<file path="config.mk">
export PLATFORM = sky130hd
export DESIGN_NAME = gpio_defaults_sequencer
export DESIGN_NICKNAME = d
export VERILOG_FILES = /design/src/rtl/gpio_defaults_sequencer.sv
export SDC_FILE = /design/constraint.sdc
export NUM_CORES = 1
export LEC_CHECK = 0
export ABC_AREA = 1
export CAP_MARGIN = 20
export CORE_MARGIN = 4
export CORE_UTILIZATION = 43
export DETAILED_ROUTE_END_ITERATION = 10
export DONT_BUFFER_PORTS = 1
export PLACE_DENSITY_LB_ADDON = 0.3
export SKIP_LAST_GASP = 1
export SYNTH_ARGS = -nofsm -noshare
export SYNTH_HDL_FRONTEND = slang
export SYNTH_SLANG_ARGS = --single-unit
</file>
<file path="constraint.sdc">
create_clock -name clk -period 1.4 [get_ports clk]
set_input_delay 0.21 -clock clk [delete_from_list [all_inputs] [get_ports clk]]
set_output_delay 0.21 -clock clk [all_outputs]
set_load 0.01 [all_outputs]
</file>
<file path="src/rtl/gpio_defaults_sequencer.sv">
// ---------------------------------------------------------------------------
// gpio_defaults_sequencer
//   Loads the GPIO pad configuration serial chain with each pad's default
//   control word. Words come from the tie-off default blocks through an
//   indexed combinational lookup (pad_idx -> pad_cfg). They are shifted MSB
//   first, starting with pad NUM_PADS-1 and ending with pad 0, and are then
//   committed with a serial_load strobe.
//
// Ports
//   clk, resetn    core clock, asynchronous active-low reset
//   start          request one sequence (sampled in IDLE only)
//   pad_cfg        default word for the pad selected by pad_idx
//   pad_idx        pad whose word is being fetched/shifted
//   serial_clock   chain shift clock (chain samples on the rising edge)
//   serial_data    chain data
//   serial_load    chain transfer strobe
//   serial_resetn  chain reset, active low
//   busy           sequence in progress (CHAIN_RST..LOAD)
//   done           one-cycle completion pulse
// ---------------------------------------------------------------------------
module gpio_defaults_sequencer #(
  parameter int NUM_PADS   = 38,
  parameter int CFG_W      = 13,
  parameter int CLK_DIV    = 2,
  parameter bit AUTO_START = 1'b1,
  // A single pad would give a zero-width index; keep at least one bit.
  localparam int IDX_W     = (NUM_PADS > 1) ? $clog2(NUM_PADS) : 1
) (
  input  logic             clk,
  input  logic             resetn,
  input  logic             start,
  input  logic [CFG_W-1:0] pad_cfg,
  output logic [IDX_W-1:0] pad_idx,
  output logic             serial_clock,
  output logic             serial_data,
  output logic             serial_load,
  output logic             serial_resetn,
  output logic             busy,
  output logic             done
);

  localparam int BIT_W = (CFG_W > 1) ? $clog2(CFG_W) : 1;
  localparam int DIV_W = (CLK_DIV > 1) ? $clog2(CLK_DIV) : 1;

  localparam logic [IDX_W-1:0] IDX_LAST = IDX_W'(NUM_PADS - 1);
  localparam logic [BIT_W-1:0] BIT_LAST = BIT_W'(CFG_W - 1);
  localparam logic [DIV_W-1:0] DIV_LAST = DIV_W'(CLK_DIV - 1);

  typedef enum logic [2:0] {
    S_IDLE, S_CHAIN_RST, S_FETCH, S_SHIFT, S_LOAD, S_DONE
  } state_t;

  state_t             state_q;
  logic               auto_q;    // one automatic run pending after reset
  logic [DIV_W-1:0]   div_q;     // cycles spent in the current phase
  logic               phase_q;   // 0: serial_clock low half, 1: high half
  logic [BIT_W-1:0]   bit_q;     // bits still to shift after the current one
  logic [CFG_W-1:0]   sreg_q;
  logic [CFG_W-1:0]   sreg_shl;

  logic [IDX_W-1:0]   pad_idx_q;
  logic               sclk_q, sdat_q, sload_q, srst_q, busy_q, done_q;

  assign sreg_shl = sreg_q << 1;

  // Every output is set on the transition into the state that owns it, so
  // the registered value is already correct in that state's first cycle.
  always_ff @(posedge clk or negedge resetn) begin
    if (!resetn) begin
      state_q   <= S_IDLE;
      auto_q    <= AUTO_START;
      div_q     <= '0;
      phase_q   <= 1'b0;
      bit_q     <= '0;
      sreg_q    <= '0;
      pad_idx_q <= '0;
      sclk_q    <= 1'b0;
      sdat_q    <= 1'b0;
      sload_q   <= 1'b0;
      srst_q    <= 1'b0;
      busy_q    <= 1'b0;
      done_q    <= 1'b0;
    end else begin
      done_q <= 1'b0;
      unique case (state_q)
        S_IDLE: begin
          srst_q <= 1'b1;
          if (start || auto_q) begin
            auto_q    <= 1'b0;
            pad_idx_q <= IDX_LAST;
            srst_q    <= 1'b0;
            busy_q    <= 1'b1;
            div_q     <= '0;
            state_q   <= S_CHAIN_RST;
          end
        end
        S_CHAIN_RST: begin
          if (div_q == DIV_LAST) begin
            div_q   <= '0;
            srst_q  <= 1'b1;
            sclk_q  <= 1'b0;
            state_q <= S_FETCH;
          end else begin
            div_q <= div_q + DIV_W'(1);
          end
        end
        S_FETCH: begin
          // pad_idx_q already points at this pad, so pad_cfg is valid now.
          sreg_q  <= pad_cfg;
          bit_q   <= BIT_LAST;
          sdat_q  <= pad_cfg[CFG_W-1];
          sclk_q  <= 1'b0;
          phase_q <= 1'b0;
          div_q   <= '0;
          state_q <= S_SHIFT;
        end
        S_SHIFT: begin
          if (div_q != DIV_LAST) begin
            div_q <= div_q + DIV_W'(1);
          end else begin
            div_q <= '0;
            if (!phase_q) begin
              phase_q <= 1'b1;
              sclk_q  <= 1'b1;
            end else begin
              // End of high half: chain has sampled, advance to next bit.
              phase_q <= 1'b0;
              sclk_q  <= 1'b0;
              sreg_q  <= sreg_shl;
              if (bit_q != '0) begin
                bit_q  <= bit_q - BIT_W'(1);
                sdat_q <= sreg_shl[CFG_W-1];
              end else if (pad_idx_q != '0) begin
                pad_idx_q <= pad_idx_q - IDX_W'(1);
                state_q   <= S_FETCH;
              end else begin
                sload_q <= 1'b1;
                state_q <= S_LOAD;
              end
            end
          end
        end
        S_LOAD: begin
          if (div_q == DIV_LAST) begin
            div_q     <= '0;
            sload_q   <= 1'b0;
            busy_q    <= 1'b0;
            done_q    <= 1'b1;
            pad_idx_q <= '0;
            state_q   <= S_DONE;
          end else begin
            div_q <= div_q + DIV_W'(1);
          end
        end
        S_DONE:  state_q <= S_IDLE;
        default: state_q <= S_IDLE;
      endcase
    end
  end

  assign pad_idx       = pad_idx_q;
  assign serial_clock  = sclk_q;
  assign serial_data   = sdat_q;
  assign serial_load   = sload_q;
  assign serial_resetn = srst_q;
  assign busy          = busy_q;
  assign done          = done_q;

endmodule

</file>
# After elaboration in Yosys (flattened, before gate mapping)
# Index checks and enable logic that the tools add are counted.
# word_totals
regBits,34
wordCells,98
input_bits,16
# op_classes
add_sub_neg,3
n_mux,46
n_reduce_logical,23
eq_ne,13
# ops
cell,count
two-way mux 6 bit,6
two-way mux 12 bit,2
case mux 12 bit (2 select lines),1
two-way mux 3 bit,7
"!= test 2 bit, second input constant",9
case mux 6 bit (3 select lines),1
two-way mux 1 bit,17
case mux 3 bit (5 select lines),1
two-way mux 4 bit,3
AND reduction 6 bit,2
case mux 1 bit (2 select lines),5
AND reduction 3 bit,3
nonzero test 3 bit,3
case mux 4 bit (2 select lines),1
AND reduction 2 bit,4
nonzero test 2 bit,4
AND reduction 7 bit,1
"== test 3 x 2 -> 1 bit, second input constant",2
case mux 1 bit (3 select lines),2
nonzero test 6 bit,1
"subtractor 6 x 1 -> 6 bit, second input constant",1
AND reduction 4 bit,1
nonzero test 4 bit,1
"subtractor 4 x 1 -> 4 bit, second input constant",1
other kinds (6),6

# Depth between registers and ports, before layout
# depth
depth_word,6
ltp_mapped,10

# Worst setup path after synthesis
# Ideal clock, no wire load.
# synth_timing
path_kind,register -> register
startpoint,register pad_idx_q[0] (netlist: pad_idx[0])
endpoint,register pad_idx_q[3] (netlist: pad_idx[3])
stages_incl_launch_ff,9
path_slack_ns,0.074
t_arrival_ns,1.210
n_path_buf,0
t_required_ns,1.284
setup_time_ns,0.116
path_cell_list,dfrtp_1 > inv_1 > ha_1 > nand3_1 > nand2_1 > nand2_2 > nand3_2 > nand2_1 > nand2_1
# synth_via
elab_chain_cells,6
elab_cells_between_ends,9
cone_classes,1 x add/sub; 1 x eq/ne; 5 x mux; 2 x reduce/logical
# synth_lines
element,line,text
"start, declared",61,logic [IDX_W-1:0] pad_idx_q;
"start signal, assigned",134,pad_idx_q <= pad_idx_q - IDX_W'(1);
subtractor 6 x 1 -> 6 bit,134,
two-way mux 6 bit,133,end else if (pad_idx_q != '0) begin
two-way mux 6 bit,130,if (bit_q != '0) begin
two-way mux 6 bit,122,if (!phase_q) begin
two-way mux 6 bit,118,if (div_q != DIV_LAST) begin
case mux 6 bit (3 select lines),85,unique case (state_q)
# Parallel ways exist; a longest one is shown, timed or not. The select of a mux whose other input is x is not followed.
# A chain may end at the register's enable or synchronous reset.

# Worst setup path after layout
# layout_timing
startpoint,register state_q[1]
endpoint,register pad_idx_q[2] (netlist: pad_idx[2])
# layout_via
elab_chain_cells,3
elab_cells_between_ends,12
cone_classes,8 x eq/ne; 1 x mux; 3 x reduce/logical
# layout_lines
element,line,text
"start, declared",53,state_t state_q;
"start signal, assigned",70,state_q <= S_IDLE;
"start signal, assigned",94,state_q <= S_CHAIN_RST;
"start signal, assigned",102,state_q <= S_FETCH;
== test 3 x 2 -> 1 bit (tied with other cells),85,
!= test 2 bit (no line) / nonzero test 3 bit (equally long branches),--,
AND reduction 7 bit (no line),--,
# Parallel ways exist; a longest one is shown, timed or not.

==> out/qor.csv <==
stage;metric;value;unit
min_path;worstHoldStart;pad_cfg[7];
placed_design;numPortBuffers;0;
cells_and_area;nFillCells;368;
timing;tightest_slew;325;ps
routing;wirelength;4.27;mm
timing;period_minus_slack;1380;ps
cells_and_area;final_common_cell;nand2_1;
pwr;worst_ir_drop_vdd;0.00111;V
flow_run;drv_cap;0;
floorplanning;core;4060;um2
critical_path;rr_startpoint;state_q[1];
critical_path;critPathKind;flip-flop to flip-flop;
cells_and_area;area_growth;31.0;%
grt;grt_use_met3;5.37;%
synthesis;yosysSeqAreaShare;46.6;%
timing;hold_viol_final;0;
grt;grt_pass1_vias;1461;
routing;drc;0;
critical_path;crit_chain;nand2_2 -> nor2_4 -> nand2_2 -> buf_4 -> nand3_1 -> nor2_2 -> nand3_1 -> nand2_1;
critical_path;startpoint_type;flip-flop;
routing;ant_nets;0;
routing;drt_iter0_drc;53;
placed_design;placed_area;2000;um2
clock_network;clk_root_buffer_cell;clkbuf_8;
placed_design;dp_hpwl;2.75;mm
routing;firstDrtPassIters;4;
timing;relSlewSlack;78.2;%
timing;slew_violations;0;
timing;max_freq;0.727;GHz
critical_path;crit_fanout;6;
floorplanning;start_util;45.1;%
routing;post_drt_wl_per_cell;13.2;um
routing;via_per_inst;5.02;
synthesis;synth_area;1830;um2
grt;grt.overflow.total;0;
timing;fin_crit_sh;98.3;%
critical_path;cp_slowest_stage_delay;460;ps
synthesis;syn_area_per_cell;7.72;um2
timing;grt_setup_unrepaired;yes;
pwr;powerDensity;2620;nW/um2
placed_design;finalWeightedCongestion;0.911;
min_path;min_delay_path_depth;2;
cells_and_area;antenna_cells;0;
clock_network;cts_tree;done;
grt;grt_max_degree;35;
critical_path;reg2reg_to;pad_idx[2];
critical_path;worstPathArrival;1550;ps
critical_path;end_kind;flip-flop;
synthesis;yosys_register_bits;34;
pwr;power;6270;uW
cells_and_area;layout_common_cells;nand2_1 (53), dfrtp_1 (30), inv_1 (29), buf_4 (28), nor2_1 (23);
critical_path;slowest_stage;dfrtp_2;
pwr;switching_share;44.9;%
cells_and_area;fin_util;59.1;%
critical_path;crit_required;1570;ps
grt;use_met1;19.4;%
outcome;status;completed;
critical_path;rrSetupSlack;20;ps
cells_and_area;drive_gt1_share;29.3;%
clock_network;clk_latency;280;ps
clock_network;h-tree-depth;2;
floorplanning;fp.dieArea;5360;um2
grt;antenna_found_initial;0;
min_path;hp-class;input port to flip-flop;
floorplanning;fp-row-count;23;
floorplanning;dieWidth;73.2;um
pwr;combPwrFrac;60.8;%
cells_and_area;design_area;2400;um2
pwr;p_seq_share;28.3;%
grt;grt_pass1_wl;6.37;mm
clock_network;clk_pin_slew;60;ps
clock_network;clk_path_buf_depth;2;
critical_path;reg2regPathDepth;8;
synthesis;yosysWarnings;0;
pwr;p_leak;0.00115;uW
timing;fin_tns_setup;0;ps
floorplanning;die_y;73.2;um
timing;skew;6.89;ps
pwr;clockPowerShare;10.9;%
grt;grt_most_used_layer;met2;
cells_and_area;nets;290;
pwr;p_int;3460;uW
timing;setup_viol;0;
pwr;p_switching;2810;uW
grt;grtUsageMet2;24.4;%
routing;vias;1622;
synthesis;syn-num-nets;255;
clock_network;cts_sinks;34;
synthesis;syn_inst;237;
clock_network;cts_inserted_buffers;5;
floorplanning;io_pins;28;
synthesis;synth_cell_types;26;
grt;grt_use_total;15.3;%
timing;hold_ws;101;ps
min_path;whs_endpoint;sreg_q[7];
-- worst max path at each step --
stage	startpoint	endpoint	slack, ps	depth (start not counted)
3_5_place_dp	state_q[2]	sreg_q[11]	-60	7
3_3_place_gp	state_q[2]	state_q[0]	-30	7
4_1_cts	state_q[1]	pad_idx[5]	20	8
2_1_floorplan	pad_idx[0]	pad_idx[3]	70	8
5_1_grt	state_q[0]	bit_q[0]	-80	8
6_report	state_q[1]	pad_idx[2]	20	8
-- registers in the layout, summed over array words and instances, names as in the netlist --
| register | cells |
|---|---|
| done | 1 |
| serial_clock | 1 |
| serial_resetn | 1 |
| state_q | 3 |
| serial_data | 1 |
| sreg_q | 12 |
| pad_idx | 6 |
| div_q | 1 |
| bit_q | 4 |
| phase_q | 1 |
| auto_q | 1 |
| busy | 1 |
| serial_load | 1 |
-- worst max-delay path, delay by kind of cell (launching register included) --
family | cells | cell delay (ps)
AND/OR/NAND/NOR | 7 | 650
flip-flops | 1 | 460
buffers and inverters | 1 | 150
-- repair_timing --
action	in CTS	in global routing
resized for setup	6	47
hold buffers	2	0
setup endpoints to repair	19	24
hold endpoints to repair	34	0
buffers inserted	3	7
pin swaps	1	18
gates cloned	0	2
-- cell usage after synthesis --
cell / instances / area, um2
a211oi_1: 1 / 7.51
a21oi_1: 3 / 15.0
buf_2: 2 / 10.0
buf_4: 1 / 7.51
buf_6: 3 / 33.8
dfrtp_1: 33 / 826
dfstp_2: 1 / 26.3
ha_1: 2 / 25.0
inv_1: 35 / 131
inv_2: 2 / 7.51
nand2_1: 62 / 233
nand2_2: 2 / 12.5
nand3_1: 13 / 65.1
nand3_2: 2 / 20.0
nand3b_1: 1 / 7.51
nand4_1: 1 / 6.26
nor2_1: 25 / 93.8
nor2_2: 2 / 12.5
nor2_4: 3 / 33.8
nor3_1: 4 / 20.0
o211ai_1: 12 / 90.1
o21ai_0: 20 / 100
o21ai_1: 4 / 20.0
o21ai_2: 1 / 8.76
o21bai_1: 1 / 7.51
xor2_1: 1 / 8.76
-- metal layers --
layer,share of wire (%),up-vias
li1,-,827
met1,44,753
met2,50,40
met3,5.6,2
met4,0.44,0
met5,0,-
-- per-stage QoR --
stage / cells / worst slack, ps
floorplan: 237 / 73.8
detailed placement: 301 / -63.1
CTS: 314 / 16.5
global placement: 301 / -29.8
finish: 323 / 24.1
global route: 323 / -84.0
-- cell families after synthesis --
family / count (synthesis) / share of synthesized area, %
AO/OA/AOI/OAI: 42 / 13.6
XOR/XNOR: 1 / 0.479
adder cells (fa/ha/maj): 2 / 1.37
buffers and inverters: 43 / 10.4
flip-flops: 34 / 46.6
AND/OR/NAND/NOR: 115 / 27.6
-- layout make-up --
| type | count | area (um2) | area share, % |
|---|---|---|---|
| flip-flops and latches | 34 | 856 | 35.7 |
| repair buffers | 34 | 322 | 13.4 |
| inverters | 37 | 141 | 5.90 |
| multi-input cells | 160 | 935 | 39.0 |
| clock buffers | 8 | 80.1 | 3.34 |
| well taps | 50 | 62.6 | 2.61 |
-- power groups by stage --
stage               logic (uW)  clock network (uW)  registers [uW]
global placement          2810                   0            1730
detailed placement        2860                   0            1750
CTS                       2990                 703            1750
floorplan                 2020                   0            1750
global route              4290                 749            1830
finish                    3810                 683            1770
No activity file was read; power rests on OpenSTA's default activity.
